## src/rtl/regfile_pkg.sv

```systemverilog
// Shared widths, index constants and types for the register file / write-back scoreboard.
package regfile_pkg;

    localparam int DATA_W   = 32;
    localparam int ADDR_W   = 5;
    localparam int PEND_W   = 2;
    localparam int NUM_REGS = 1 << ADDR_W;

    typedef logic [DATA_W-1:0] data_t;
    typedef logic [ADDR_W-1:0] addr_t;
    typedef logic [PEND_W-1:0] pend_t;

    localparam addr_t REG_ZERO = '0;
    localparam pend_t PEND_MAX = pend_t'((1 << PEND_W) - 1);
    localparam pend_t PEND_ONE = pend_t'(1);

endpackage

```

## src/rtl/pend_counter.sv

```systemverilog
// Saturating up/down count of in-flight writes to one architectural register.
module pend_counter
    import regfile_pkg::*;
(
    input  logic  clk,
    input  logic  rst,
    input  logic  inc,
    input  logic  dec,
    output pend_t count,
    output logic  isZero,
    output logic  isMax
);

    // NOTE: sequential state uses non-blocking assignments so every flop samples pre-edge values.
    always_ff @(posedge clk) begin
        if (rst) begin
            count <= '0;
        end else if (inc && !dec && count != PEND_MAX) begin
            count <= count + PEND_ONE;
        end else if (dec && !inc && count != '0) begin
            count <= count - PEND_ONE;
        end
    end

    assign isZero = (count == '0);
    assign isMax  = (count == PEND_MAX);

endmodule

```

## src/rtl/reg_file_wb.sv

```systemverilog
// 32x32 architectural register file with write-back commit and RAW scoreboard.
// Define REGFILE_BYPASS_EN for write-through reads and same-cycle busy release.
module reg_file_wb
    import regfile_pkg::*;
(
    input  logic              clk,
    input  logic              rst,
    input  logic              regWriteIn,
    input  logic [ADDR_W-1:0] writeAddr,
    input  logic [DATA_W-1:0] writeData,
    input  logic [ADDR_W-1:0] readAddr1,
    input  logic [ADDR_W-1:0] readAddr2,
    output logic [DATA_W-1:0] readData1,
    output logic [DATA_W-1:0] readData2,
    input  logic              issueValid,
    input  logic              issueWrites,
    input  logic [ADDR_W-1:0] issueDest,
    output logic              issueAccept,
    output logic              stall,
    output logic              retireErr
);

    data_t regs [NUM_REGS];

    logic [NUM_REGS-1:0][PEND_W-1:0] pend;
    logic [NUM_REGS-1:0]             pend_zero;
    logic [NUM_REGS-1:0]             pend_max;
    logic [NUM_REGS-1:0]             inc_vec;
    logic [NUM_REGS-1:0]             dec_vec;

    logic wb_valid;
    logic busy1;
    logic busy2;
    logic full;

    // Writes to r0 are architecturally discarded and never touch the scoreboard.
    assign wb_valid = regWriteIn && (writeAddr != REG_ZERO);

    // ---------------------------------------------------------------------
    // Register storage
    // ---------------------------------------------------------------------
    // NOTE: the array is reset because software relies on every register reading 0 after reset.
    always_ff @(posedge clk) begin
        if (rst) begin
            for (int i = 0; i < NUM_REGS; i++) begin
                regs[i] <= '0;
            end
        end else if (wb_valid) begin
            regs[writeAddr] <= writeData;
        end
    end

    // NOTE: each combinational output gets a default first so no path can infer a latch.
    always_comb begin
        readData1 = (readAddr1 == REG_ZERO) ? '0 : regs[readAddr1];
        readData2 = (readAddr2 == REG_ZERO) ? '0 : regs[readAddr2];
`ifdef REGFILE_BYPASS_EN
        if (wb_valid && writeAddr == readAddr1) readData1 = writeData;
        if (wb_valid && writeAddr == readAddr2) readData2 = writeData;
`endif
    end

    // ---------------------------------------------------------------------
    // Pending-write scoreboard, one counter per writable register
    // ---------------------------------------------------------------------
    for (genvar r = 0; r < NUM_REGS; r++) begin : g_pend
        if (r == 0) begin : g_zero
            assign pend[r]      = '0;
            assign pend_zero[r] = 1'b1;
            assign pend_max[r]  = 1'b0;
            assign inc_vec[r]   = 1'b0;
            assign dec_vec[r]   = 1'b0;
        end else begin : g_cnt
            assign inc_vec[r] = issueAccept && issueWrites && (issueDest == ADDR_W'(r));
            assign dec_vec[r] = regWriteIn && (writeAddr == ADDR_W'(r)) && !pend_zero[r];

            pend_counter u_pend (
                .clk    (clk),
                .rst    (rst),
                .inc    (inc_vec[r]),
                .dec    (dec_vec[r]),
                .count  (pend[r]),
                .isZero (pend_zero[r]),
                .isMax  (pend_max[r])
            );
        end
    end

    // ---------------------------------------------------------------------
    // Hazard detection
    // ---------------------------------------------------------------------
    always_comb begin
        busy1 = (pend[readAddr1] != '0);
        busy2 = (pend[readAddr2] != '0);
`ifdef REGFILE_BYPASS_EN
        // The last outstanding write is being forwarded this cycle, so the source is ready.
        if (dec_vec[readAddr1] && pend[readAddr1] == PEND_ONE) busy1 = 1'b0;
        if (dec_vec[readAddr2] && pend[readAddr2] == PEND_ONE) busy2 = 1'b0;
`endif
    end

    // A retire to the same register frees a slot, so a saturated counter can still accept.
    assign full = issueValid && issueWrites && (issueDest != REG_ZERO)
               && pend_max[issueDest] && !dec_vec[issueDest];

    assign stall       = issueValid && (busy1 || busy2 || full);
    assign issueAccept = issueValid && !stall;

    // ---------------------------------------------------------------------
    // Sticky error: write-back with nothing outstanding for that register
    // ---------------------------------------------------------------------
    always_ff @(posedge clk) begin
        if (rst) begin
            retireErr <= 1'b0;
        end else if (wb_valid && pend_zero[writeAddr]) begin
            retireErr <= 1'b1;
        end
    end

endmodule
```

## config.mk

```make
export PLATFORM = sky130hd
export DESIGN_NAME = reg_file_wb
export DESIGN_NICKNAME = d
export VERILOG_FILES = /design/src/rtl/regfile_pkg.sv /design/src/rtl/pend_counter.sv /design/src/rtl/reg_file_wb.sv
export SDC_FILE = /design/constraint.sdc
export NUM_CORES = 2
export LEC_CHECK = 0
export ABC_AREA = 0
export CORE_MARGIN = 2
export CORE_UTILIZATION = 40
export CTS_CLUSTER_SIZE = 24
export DETAILED_ROUTE_END_ITERATION = 10
export PLACE_DENSITY_LB_ADDON = 0.2
export SETUP_SLACK_MARGIN = 0.2
export SLEW_MARGIN = 20
export SYNTH_ARGS = -nofsm -noshare
export SYNTH_HDL_FRONTEND = slang
export SYNTH_SLANG_ARGS = --single-unit
export TNS_END_PERCENT = 50
```

## constraint.sdc

```tcl
create_clock -name clk -period 4.6 [get_ports clk]
set_input_delay 0.92 -clock clk [delete_from_list [all_inputs] [get_ports clk]]
set_output_delay 0.92 -clock clk [all_outputs]
set_load 0.01 [all_outputs]
```

==> key figures <==
GRT
  • GRT Overall Usage: 29.3%
  • Largest net degree at the start of global routing: 70
  • Grt ovf: 0
  • First-pass GRT wire length: 312 mm
  • Initial antenna violation count: 21
  • Vias in the first global route: 39900

Floorplan
  • Die width: 392 um
  • Die area: 153000 um2
  • Row count: 142
  • Core footprint: 150000 um2
  • Initial core utilization: 40.2%
  • Die height: 392 um
  • Ports: 124

CTS
  • CTS tree: done
  • Clk buf depth: 3
  • CTS Buf Count: 130
  • H-tree depth: 4
  • Clock latency on the worst-skew pair: 0.77 ns
  • Clock root cell: clkbuf_16
  • Clk slew on worst S/H paths: 0.06 ns
  • CTS sink cnt: 1087
  • Cts hold-fix bufs: 0

Setup path
  • CP Max Fanout: 69
  • Reg-to-reg startpoint: g_pend[13].g_cnt.u_pend.count[1]
  • Worst setup SP type: primary input
  • CP Capture Type: output pin
  • Crit path DAT: 3.57 ns
  • CP Data Required Time: 3.68 ns
  • Critical path type: primary input to output pin
  • Crit path from: readAddr2[1]
  • R2r worst-path depth: 11

Yosys
  • EDFF count, synth: 1024
  • Mux contribution to synthesized area: 25.8%
  • Synth Area in XOR/XNOR: 0.0146%
  • Syn. warnings: 0
  • Main combinational cell family by area after synthesis: multiplexers
  • Simple-gate portion of the synthesized area: 15.2%
  • #FFs+latches synth: 1087
  • Post-synthesis compound-gate area fraction: 2.94%
  • Main synth FF type: edfxtp_1
  • Post-Syn Instances: 4090
  • Sequential element share of the synthesized area: 53.2%
  • Post-Syn Area: 60100 um2
  • Mapped Avg Cell Area: 14.7 um2
  • Post-synth ARST share: 0%
  • Adder-Cell Fraction of Synth Area: 0%
  • Distinct cells, synth: 89

Timing
  • Setup Skew: 0.0181 ns
  • RSZ-0062 raised after global routing: true
  • Slew @ Worst Pin: 1.13 ns
  • Setup TNS: 0 ns
  • F_max: 223 MHz
  • Crit share post-route: 97.6%
  • Max-slew violations: 0
  • Endpoints failing hold: 0
  • Max-slew headroom: 24.3%
  • Crit path time final: 4.49 ns
  • Final setup fails: 0

Routing
  • Post-DRT Antenna Nets: 0
  • Number of remaining DRC errors: 0
  • Wire length per cell: 34.5 um
  • DR pass1 iterations: 5
  • DRT iter0 DRCs: 6245
  • Vias/cell: 6.28
  • Total number of vias: 40900
  • WL final: 225 mm

Hold path
  • Hold path cells: 2
  • Hold Crit Start: g_pend[1].g_cnt.u_pend.count[1]
  • Min-delay worst type: register to register

Power and ir drop
  • Pleak: 24.3 nW
  • Worst vdd ir: 0.000289 V
  • PwrDens: 353 nW/um2

Place
  • RePlAce Congestion: 0.948
  • Port Buffers: 123
  • Cell Count Post-Placement: 6223
  • Dpl hpwl: 133 mm

Final layout
  • Most common cell after layout, fill and taps aside: edfxtp_1
  • Fraction of layout instances using a drive strength above 1: 31.2%
  • Nets@finish: 4432
  • Final std cells w/o fill: 6503
  • Most frequent cells in the layout: edfxtp_1 (1024), and2_1 (996), mux4_2 (660)
  • Final Util: 47.5%
  • # fillers: 12800
  • Area growth syn-to-layout: 18.2%

Run status
  • Status: complete, no violations

Run
  • Maxcap violations: 0
==> logic make-up (layout without fill, tap and decap cells) <==
group / after synthesis / count (layout)
AND/OR/NAND/NOR: 1560 / 1560
buffers and inverters: 446 / 801
AO/OA/AOI/OAI: 274 / 274
flip-flops: 1087 / 1087
multiplexers: 721 / 721
XOR/XNOR: 1 / 1
other: 1 / 43
==> where the power goes <==
group | total [W] | switching [W] | internal [W]
registers | 0.0116 | 0.000244 | 0.0113
clock network | 0.0101 | 0.00430 | 0.00575
logic | 0.00348 | 0.00184 | 0.00164
total | 0.0251 | 0.00638 | 0.0187
==> final timing paths <==
check                                                         to  slack, ns
worst max-delay path                               readData2[30]       0.11
worst min-delay path             g_pend[1].g_cnt.u_pend.count[1]       0.54
worst max register to register  g_pend[25].g_cnt.u_pend.count[0]       1.15
worst min register to register   g_pend[1].g_cnt.u_pend.count[1]       0.54
==> final cells by class <==
type	count	area [um2]	share of cell area, %
sequential	1087	32000	45.0
tap	2016	2520	3.55
clock buffer	169	3480	4.90
antenna	11	27.5	0.0387
inverter	30	118	0.165
clock inverter	64	547	0.769
multi-input combinational	2588	26900	37.8
timing repair buffer	538	5510	7.75
==> cells in the mapped netlist (16+ instances only) <==
master    count  share of area, %
mux4_2      660                25
edfxtp_1   1024                51
buf_2        21              0.17
nor3_1       81              0.67
nor4_1       37              0.38
dfxtp_1      63               2.1
o21ai_0      64              0.53
buf_1        64              0.40
and2_1      996                10
a21oi_1      94              0.78
a31oi_1      16              0.17
inv_1        28              0.17
clkbuf_1    325               2.0
mux2i_1      52              0.87
nand2_1     121              0.76
nor2_1      156              0.97
or2_2        36              0.37
nand4_1      18              0.19
==> state kept, by name, indices dropped and copies added (netlist names) <==
register / count
retireErr: 1
g_pend.g_cnt.u_pend.count: 62
regs: 1024
==> stage by stage <==
step                setup WS (ns)  power, W  hold WS (ns)  area [um2]
finish                      0.112    0.0251         0.537       71100
global route               0.0792    0.0258         0.571       71100
CTS                         0.118    0.0252         0.534       70800
detailed placement         -0.297    0.0151         0.520       66200
global placement           -0.366    0.0151         0.509       66200
floorplan                   0.195    0.0136         0.475       60200
==> worst max-delay path: stages <==
cell and delay (ns):
buf_8 0.13, buf_4 0.24, buf_16 0.34, mux4_2 0.40
mux4_2 0.49, mux2i_1 0.18, buf_4 0.17, nor2_1 0.05
clkdlybuf4s50_1 0.49
==> per-layer routing <==
| layer | global-route usage, % | routed length, um | part of all wire [%] | vias to the layer above |
|---|---|---|---|---|
| met5 | 0 | 13 | 0.0058 | - |
| met3 | 5.39 | 23000 | 10 | 431 |
| met2 | 46.1 | 104000 | 47 | 2565 |
| li1 | - | - | - | 16400 |
| met1 | 41.1 | 88700 | 40 | 21400 |
| met4 | 10.1 | 8330 | 3.7 | 2 |
==> what timing repair did <==
item | CTS | global route
setup endpoints to repair | 56 | 45
pin swaps | 7 | 5
resized for setup | 66 | 29
buffers inserted | 16 | 11
cloned | 7 | 2
Note: power is estimated with default switching activity, not from simulation.
